===== config.mk =====
export PLATFORM = sky130hd
export DESIGN_NAME = alu_arbiter
export DESIGN_NICKNAME = d
export VERILOG_FILES = /design/src/rtl/alu_pkg.sv /design/src/rtl/alu_arbiter_rr_pick2.sv /design/src/rtl/alu_arbiter.sv
export SDC_FILE = /design/constraint.sdc
export NUM_CORES = 1
export LEC_CHECK = 0
export CAP_MARGIN = 10
export CORE_UTILIZATION = 40
export DETAILED_ROUTE_END_ITERATION = 7
export GPL_TIMING_DRIVEN = 0
export PLACE_DENSITY_LB_ADDON = 0.25
export SETUP_SLACK_MARGIN = 0.3
export SLEW_MARGIN = 15
export SYNTH_ARGS = -nofsm -noshare
export SYNTH_HDL_FRONTEND = slang
export SYNTH_SLANG_ARGS = --single-unit

===== constraint.sdc =====
create_clock -name clk -period 3.3 [get_ports clk]
set_input_delay 0.825 -clock clk [delete_from_list [all_inputs] [get_ports clk]]
set_output_delay 0.825 -clock clk [all_outputs]
set_load 0.01 [all_outputs]

===== src/rtl/alu_pkg.sv =====
// ---------------------------------------------------------------------------
// alu_pkg
// Shared definitions for the ALU arbiter and anything that talks to the ALU:
//   - default datapath widths (ALU_DATA_W, ALU_OP_W)
//   - ALU op-code encodings (ADD = 0000 ... BLT = 1010; 1011-1111 undefined)
//   - arbiter FSM state enum
// ---------------------------------------------------------------------------
package alu_pkg;

   localparam int ALU_DATA_W = 32;
   localparam int ALU_OP_W   = 4;

   localparam logic [3:0] OP_ADD = 4'b0000;
   localparam logic [3:0] OP_SUB = 4'b0001;
   localparam logic [3:0] OP_AND = 4'b0010;
   localparam logic [3:0] OP_OR  = 4'b0011;
   localparam logic [3:0] OP_DIV = 4'b0100;
   localparam logic [3:0] OP_REM = 4'b0101;
   localparam logic [3:0] OP_XOR = 4'b0110;
   localparam logic [3:0] OP_SLL = 4'b0111;
   localparam logic [3:0] OP_SRL = 4'b1000;
   localparam logic [3:0] OP_BEQ = 4'b1001;
   localparam logic [3:0] OP_BLT = 4'b1010;

   typedef enum logic [1:0] {
      ST_IDLE = 2'd0,
      ST_EXEC = 2'd1,
      ST_RESP = 2'd2
   } arbState_t;

endpackage


===== src/rtl/alu_arbiter_rr_pick2.sv =====
// ---------------------------------------------------------------------------
// rr_pick2
// Combinational two-way round-robin picker.
// Ports:
//   i_valid0, i_valid1 : request valids
//   i_lastGrant        : index of the requester granted most recently
//   o_grant[1:0]       : one-hot grant (all zero when nothing is valid)
// ---------------------------------------------------------------------------
module rr_pick2 (
   input  logic       i_valid0,
   input  logic       i_valid1,
   input  logic       i_lastGrant,
   output logic [1:0] o_grant
);

   // A sole requester always wins; on a tie the requester that was not
   // served last time gets the grant.
   always_comb begin
      o_grant    = 2'b00;
      o_grant[0] = i_valid0 && (!i_valid1 || i_lastGrant);
      o_grant[1] = i_valid1 && (!i_valid0 || !i_lastGrant);
   end

endmodule


===== src/rtl/alu_arbiter.sv =====
// ---------------------------------------------------------------------------
// alu_arbiter
// Shares one external combinational ALU between two requesters using a
// valid/ready handshake, two-way round-robin arbitration and a registered
// response. Every operation takes IDLE -> EXEC -> RESP (3 cycles minimum).
// Ports:
//   clk, rst_n                      : clock, synchronous active-low reset
//   rX_valid/rX_ready               : request handshake, X = 0/1
//   rX_srcA/rX_srcB/rX_op           : request operands and op code
//   rsp_valid/rsp_ready             : response handshake
//   rsp_id/rsp_result               : owning requester and captured result
//   rsp_zero/rsp_hero/rsp_err       : beq / blt outcome, divide-by-zero flag
//   alu_srcA/alu_srcB/alu_ctrl      : drive the ALU
//   alu_result/alu_zero/alu_hero    : from the ALU
// Optional feature macro: ALU_ARB_DIV_GUARD_EN
//   When defined, div/rem by zero bypasses the ALU: result is -1 (div) or
//   srcA (rem), rsp_err is set and alu_ctrl is driven 0000 during EXEC.
//   When undefined, the ALU result passes through and rsp_err is tied 0.
// ---------------------------------------------------------------------------
module alu_arbiter
   import alu_pkg::*;
#(
   parameter int DATA_W = ALU_DATA_W,
   parameter int OP_W   = ALU_OP_W
) (
   input  logic              clk,
   input  logic              rst_n,
   input  logic              r0_valid,
   input  logic              r1_valid,
   output logic              r0_ready,
   output logic              r1_ready,
   input  logic [DATA_W-1:0] r0_srcA,
   input  logic [DATA_W-1:0] r0_srcB,
   input  logic [DATA_W-1:0] r1_srcA,
   input  logic [DATA_W-1:0] r1_srcB,
   input  logic [OP_W-1:0]   r0_op,
   input  logic [OP_W-1:0]   r1_op,
   output logic              rsp_valid,
   input  logic              rsp_ready,
   output logic              rsp_id,
   output logic [DATA_W-1:0] rsp_result,
   output logic              rsp_zero,
   output logic              rsp_hero,
   output logic              rsp_err,
   output logic [DATA_W-1:0] alu_srcA,
   output logic [DATA_W-1:0] alu_srcB,
   output logic [OP_W-1:0]   alu_ctrl,
   input  logic [DATA_W-1:0] alu_result,
   input  logic              alu_zero,
   input  logic              alu_hero
);

   arbState_t         r_state;
   logic              r_lastGrant;
   logic              r_id;
   logic [DATA_W-1:0] r_srcA;
   logic [DATA_W-1:0] r_srcB;
   logic [OP_W-1:0]   r_op;
   logic              r_rspValid;
   logic              r_rspId;
   logic [DATA_W-1:0] r_rspResult;
   logic              r_rspZero;
   logic              r_rspHero;

   logic [1:0]        w_grant;
   logic              w_idle;
   logic              w_accept;
   logic [DATA_W-1:0] w_selSrcA;
   logic [DATA_W-1:0] w_selSrcB;
   logic [OP_W-1:0]   w_selOp;
   logic              w_opIsBeq;
   logic              w_opIsBlt;
   logic              w_opNoResult;

   rr_pick2 u_pick (
      .i_valid0    (r0_valid),
      .i_valid1    (r1_valid),
      .i_lastGrant (r_lastGrant),
      .o_grant     (w_grant)
   );

   // Ready is only offered in IDLE and is forced low while reset is held,
   // so nothing can be accepted in the same cycle the block is being reset.
   assign w_idle    = rst_n && (r_state == ST_IDLE);
   assign r0_ready  = w_idle && w_grant[0];
   assign r1_ready  = w_idle && w_grant[1];
   assign w_accept  = r0_ready || r1_ready;

   assign w_selSrcA = w_grant[1] ? r1_srcA : r0_srcA;
   assign w_selSrcB = w_grant[1] ? r1_srcB : r0_srcB;
   assign w_selOp   = w_grant[1] ? r1_op   : r0_op;

   // The ALU keeps its branch flags from earlier compares, so they are only
   // trusted for the matching branch op. Branch ops and the undefined codes
   // above BLT produce no arithmetic result.
   assign w_opIsBeq    = (r_op == OP_W'(OP_BEQ));
   assign w_opIsBlt    = (r_op == OP_W'(OP_BLT));
   assign w_opNoResult = (r_op >= OP_W'(OP_BEQ));

   assign alu_srcA   = r_srcA;
   assign alu_srcB   = r_srcB;
   assign rsp_valid  = r_rspValid;
   assign rsp_id     = r_rspId;
   assign rsp_result = r_rspResult;
   assign rsp_zero   = r_rspZero;
   assign rsp_hero   = r_rspHero;

`ifdef ALU_ARB_DIV_GUARD_EN
   logic              r_ctrl;
   logic [OP_W-1:0]   r_ctrlOp;
   logic              r_guard;
   logic              r_rspErr;
   logic              w_selDivZero;

   // Division or remainder by zero is detected at accept time so the ALU
   // can be handed a harmless ADD instead of the trapping op.
   assign w_selDivZero = ((w_selOp == OP_W'(OP_DIV)) || (w_selOp == OP_W'(OP_REM)))
                         && (w_selSrcB == '0);
   assign alu_ctrl     = r_ctrlOp;
   assign rsp_err      = r_rspErr;
`else
   assign alu_ctrl     = r_op;
   assign rsp_err      = 1'b0;
`endif

   // Main FSM: IDLE latches the granted request, EXEC samples the ALU into
   // the response registers, RESP holds them until the consumer takes them.
   // Reset drops any in-flight transaction without producing a response.
   always_ff @(posedge clk) begin
      if (!rst_n) begin
         r_state     <= ST_IDLE;
         r_lastGrant <= 1'b1;
         r_id        <= 1'b0;
         r_srcA      <= '0;
         r_srcB      <= '0;
         r_op        <= '0;
         r_rspValid  <= 1'b0;
         r_rspId     <= 1'b0;
         r_rspResult <= '0;
         r_rspZero   <= 1'b0;
         r_rspHero   <= 1'b0;
`ifdef ALU_ARB_DIV_GUARD_EN
         r_ctrlOp    <= '0;
         r_guard     <= 1'b0;
         r_rspErr    <= 1'b0;
`endif
      end else begin
         case (r_state)
            ST_IDLE: begin
               if (w_accept) begin
                  r_srcA      <= w_selSrcA;
                  r_srcB      <= w_selSrcB;
                  r_op        <= w_selOp;
                  r_id        <= w_grant[1];
                  r_lastGrant <= w_grant[1];
`ifdef ALU_ARB_DIV_GUARD_EN
                  r_guard     <= w_selDivZero;
                  r_ctrlOp    <= w_selDivZero ? '0 : w_selOp;
`endif
                  r_state     <= ST_EXEC;
               end
            end
            ST_EXEC: begin
               r_rspId     <= r_id;
               r_rspZero   <= w_opIsBeq && alu_zero;
               r_rspHero   <= w_opIsBlt && alu_hero;
               r_rspResult <= w_opNoResult ? '0 : alu_result;
`ifdef ALU_ARB_DIV_GUARD_EN
               r_rspErr    <= r_guard;
               if (r_guard) begin
                  r_rspResult <= (r_op == OP_W'(OP_DIV)) ? '1 : r_srcA;
               end
`endif
               r_rspValid  <= 1'b1;
               r_state     <= ST_RESP;
            end
            ST_RESP: begin
               if (rsp_ready) begin
                  r_rspValid <= 1'b0;
                  r_state    <= ST_IDLE;
               end
            end
            default: begin
               r_state <= ST_IDLE;
            end
         endcase
      end
   end

endmodule


After elaboration in Yosys (flattened, before gate mapping)
Index checks and enable logic that the tools add are counted.

cells by class
  order comparisons = 1
  eq/ne operators = 6
  mux-type cells = 9
  reduce and logical (&&, ||, !) cells = 18

operators by type and width
  kind                  count
  $mux W32              3
  $eq A4 B4 Y1 const B  2
  $logic_and A1 B1 Y1   7
  $pmux W2 S3           1
  $reduce_and A2 Y1     3
  $ge A4 B4 Y1 const B  1
  $mux W2               2
  $mux W4               1
  $ne A2 B2 Y1 const B  2
  $logic_not A1 Y1      3
  $logic_or A1 B1 Y1    3
  $eq A2 B1 Y1 const B  1
  $eq A2 B2 Y1 const B  1
  $logic_not A2 Y1      1
  $pmux W1 S2           1
  $reduce_bool A2 Y1    1
  $mux W1               1

storage, ports and cells
  flip-flop bits (word level) = 108
  input port bits = 175
  word-level logic and storage cells = 45

Logic depth before layout (Yosys ltp)
  word-level depth = 7
  gate-level depth with buffers = 7
  mapped depth without buffers = 3

By module
A second synthesis with hierarchy kept.

second synthesis, totals
  cells, all modules = 416
  area total of the unflattened synthesis = 4,431.8 um^2

by module, submodules not included
  module       instances  cells an instance  area each (um^2)  seq. area each (um^2)
  alu_arbiter  1          413                4,413.0           2,162.1
  rr_pick2     1          3                  18.8              0.0

Worst setup path after synthesis
OpenSTA, ideal clock, no wires.

  path type = input-to-output
  start point = in rst_n
  end point = out r0_ready
  data arrival time = 1,644 ps
  required time = 2,475 ps
  setup slack = 831 ps
  cell stages on the path = 3
  path through = nor3b_2 -> clkbuf_1 -> and3_1

between the ends
  word-level cells in the longest chain between the ends = 2

ends and longest elaborated chain
  item                 line               source
  start: declaration   alu_arbiter.sv:27  input logic rst_n,
  $logic_and A1 B1 Y1  alu_arbiter.sv:84  assign w_idle = rst_n && (r_state == ST_IDLE);
  $logic_and A1 B1 Y1  alu_arbiter.sv:85  assign r0_ready = w_idle && w_grant[0];
  end: declaration     alu_arbiter.sv:30  output logic r0_ready,

No other way between the ends.

Worst setup path in the final report
  start point = in r1_valid
  end point = out r1_ready

between the ends
  word-level cells in the longest chain between the ends = 2

ends and longest elaborated chain
  item                 line                        source
  start: declaration   alu_arbiter.sv:29           input logic r1_valid,
  $logic_and A1 B1 Y1  alu_arbiter_rr_pick2.sv:21  o_grant[1] = i_valid1 && (!i_valid0 || !i_lastGrant);
  $logic_and A1 B1 Y1  alu_arbiter.sv:86           assign r1_ready = w_idle && w_grant[1];
  end: declaration     alu_arbiter.sv:31           output logic r1_ready,

No other way between the ends.

==> results_dict.tcl <==
set metrics [dict create \
    seqPwrFrac_pct 41.9 \
    worst_setup_path_start_kind "primary input" \
    final_common_cell "clkdlybuf4s50_1" \
    clock_latency_ns 0.34 \
    layout_common_cells "277 x clkdlybuf4s50_1, 173 x nand2_1, 108 x dfxtp_1" \
    netlist_area_sq_mm 0.00459 \
    setup-violations-final 0 \
    grt_max_degree 19 \
    reg2reg_from "r_state[1]" \
    grt_use_total_pct 28.0 \
    synthTopCellsByArea "dfxtp_1 47%, nand2_1 14%, a21oi_1 11%" \
    p_leak_nw 2.89 \
    synth_cell_types 30 \
    ant_nets 0 \
    drtIter0Drc 380 \
    clockBufferDepth 2 \
    fin_crit_sh_pct 88.8 \
    drc 0 \
    dpl_cell_area_sq_mm 0.00757 \
    status "completed" \
    worstSetupStartpoint "r1_valid" \
    wl_um 17100 \
    cp-end-kind "primary output" \
    initial_core_util_pct 41.7 \
    r2r_slack_ns 1.41 \
    cp-endpoint "r1_ready" \
    cts_tree "done" \
    cts_buffers 9 \
    fill_cells 878 \
    clk_pin_slew_worst_paths_ns 0.07 \
    synth_warnings 0 \
    viasPerCell 5.44 \
    rows 38 \
    antenna_found_initial 0 \
    max_freq_mhz 341 \
    ys_seq_area_share_pct 47.1 \
    worst_pin_slew_ns 0.721 \
    power_density_mw_per_mm2 448 \
    clockPowerShare_pct 31.2 \
    n_antenna_cell 0 \
    drt_pre_antenna_iters 5 \
    drive_above_1_share_pct 6.07 \
    grt_pass1_vias 5282 \
    crit_path_max_fanout 10 \
    worstSetupPathType "primary input to primary output" \
    nNetsFinal 1043 \
    stdcell_area_sq_mm 0.00796 \
    maxCapViolations 0 \
    cts_root_buffer "clkbuf_16" \
    hpwl_um 13000 \
    core_sq_mm 0.0110 \
    synth_seq_cells 108 \
    switching_share_pct 28.0 \
    synth_area_leader_cell "dfxtp_1" \
    total_power_mw 3.56 \
    hp-class "flip-flop to flip-flop" \
    syn_inst 572 \
    hold_viol 0 \
    slew_headroom_pct 51.5 \
    globalRouteOverflowTotal 0 \
    die_w_um 109 \
    io_pins 282 \
    syn_area_per_cell_sq_um 8.03 \
    combPwrFrac_pct 27.0 \
    rsz0062_at_grt "false" \
    clock_sinks 108 \
    ir_worst_vdd_mv 0.328 \
    fin_tns_setup_ns 0 \
    utilization_pct 72.1 \
    syn_nets 747 \
    h-tree-depth 3 \
    die_h_um 109 \
    areaGrowthSynthToFinish_pct 73.1 \
    dieArea_sq_mm 0.0119 \
    final_max_slew_viol_count 0 \
    p_int_mw 2.56 \
    rr_worst_depth 6 \
    p_switching_mw 0.999 \
    num_vias 5506 \
    wire_per_inst_um 16.9 \
    r2r_end "alu_srcB[21]" \
    fin_worst_skew_ns 0.00993 \
    yosys.area.top_type_share_pct 47.1 \
    cp.arrival_ns 2.10 \
    grt_pass1_wl_um 26000 \
    io_buffers 280 \
    cp_data_required_time_ns 2.47 \
    globalplace.congestion 0.893 \
    fin_crit_ns 2.93 \
]
per-stage QoR:
| stage | hold slack, ns | worst slack [ns] | std cells |
|---|---|---|---|
| after floorplan | 0.432 | 0.831 | 572 |
| after global placement | 0.442 | -0.655 | 992 |
| after detailed placement | 0.444 | -0.685 | 992 |
| after CTS | 0.453 | 0.343 | 1012 |
| after global routing | 0.477 | 0.306 | 1013 |
| final | 0.452 | 0.371 | 1013 |
worst min-delay path by stage:
| stage | cells after the start | startpoint | to | slack [ns] |
|---|---|---|---|---|
| after floorplan | 2 | r_id | rsp_id | 0.43 |
| after global placement | 2 | rsp_result[0] | rsp_result[0] | 0.44 |
| after detailed placement | 2 | rsp_hero | rsp_hero | 0.44 |
| after CTS | 2 | rsp_hero | rsp_hero | 0.45 |
| after global routing | 2 | rsp_result[18] | rsp_result[18] | 0.48 |
| final | 2 | rsp_hero | rsp_hero | 0.45 |
timing repair:
action	in CTS	in global routing
hold buffers	0	0
gates resized for setup	14	1
pin swaps	1	0
setup endpoints to repair	2	2
buffers inserted	4	1
hold endpoints to repair	0	0
cells in the mapped netlist:
cell and count:
nand3_1 33, conb_1 1, o21ai_0 1, and3_1 1, a21boi_1 1, a21bo_2 1
a311oi_1 58, a22oi_1 1, clkbuf_1 48, nand2b_1 2, o311ai_0 1, nand2_1 173
o31ai_1 1, a311oi_2 10, dfxtp_1 108, or2_1 1, nand4b_1 1, nor4bb_1 1
inv_2 1, buf_2 7, nor3b_2 1, or3_1 1, buf_4 4, and2_1 2
a21oi_1 104, or3b_2 2, nor2b_1 1, nor2_1 3, nand3b_1 1, buf_6 2
layer usage:
metal | vias up | GRT usage [%] | share of wire (%)
li1 | 2633 | - | -
met1 | 2535 | 33.1 | 39
met2 | 286 | 47.9 | 48
met3 | 52 | 6.99 | 8.8
met4 | 0 | 11.9 | 4.2
met5 | - | 0 | 0
state kept, by name (all words and copies together), names as in the netlist:
name and count:
rsp_valid 1, alu_srcB 32, rsp_zero 1, alu_srcA 32
rsp_result 32, rsp_id 1, alu_ctrl 4, r_lastGrant 1
r_state 2, rsp_hero 1, r_id 1
power by group through the flow:
stage / Sequential (mW) / Combinational (mW) / Clock (mW)
final: 1.49 / 0.960 / 1.11
after global routing: 1.50 / 1.03 / 1.18
after CTS: 1.49 / 0.959 / 1.12
after detailed placement: 1.52 / 0.941 / 0
after global placement: 1.51 / 0.921 / 0
after floorplan: 1.56 / 0.350 / 0
kinds of logic (layout without fill, tap and decap cells):
| group | Yosys count | count (layout) | synth area share [%] |
|---|---|---|---|
| buffers and inverters | 62 | 363 | 5.91 |
| AOI/OAI and AO/OA | 178 | 178 | 26.7 |
| other | 1 | 1 | 0.0816 |
| and+or+nand+nor | 223 | 223 | 20.3 |
| DFF | 108 | 108 | 47.1 |
area by class of cell:
type                    count  area, sq um  area share [%]
flip-flops and latches    108         2160            27.2
plain buffers              61          288            3.62
repair buffers            285         2840            35.7
well taps                 140          175            2.20
clock inverters             6         72.6           0.912
clock buffers              10          239            3.00
multi-input cells         402         2180            27.4
inverters                   1         3.75          0.0472
worst max-delay path: stages:
cell and delay, ns:
clkdlybuf4s50_1 0.51, a21boi_4 0.20, clkbuf_8 0.18, and2_1 0.12
dlygate4sd2_1 0.26
Note: power is estimated with default switching activity, not from simulation.
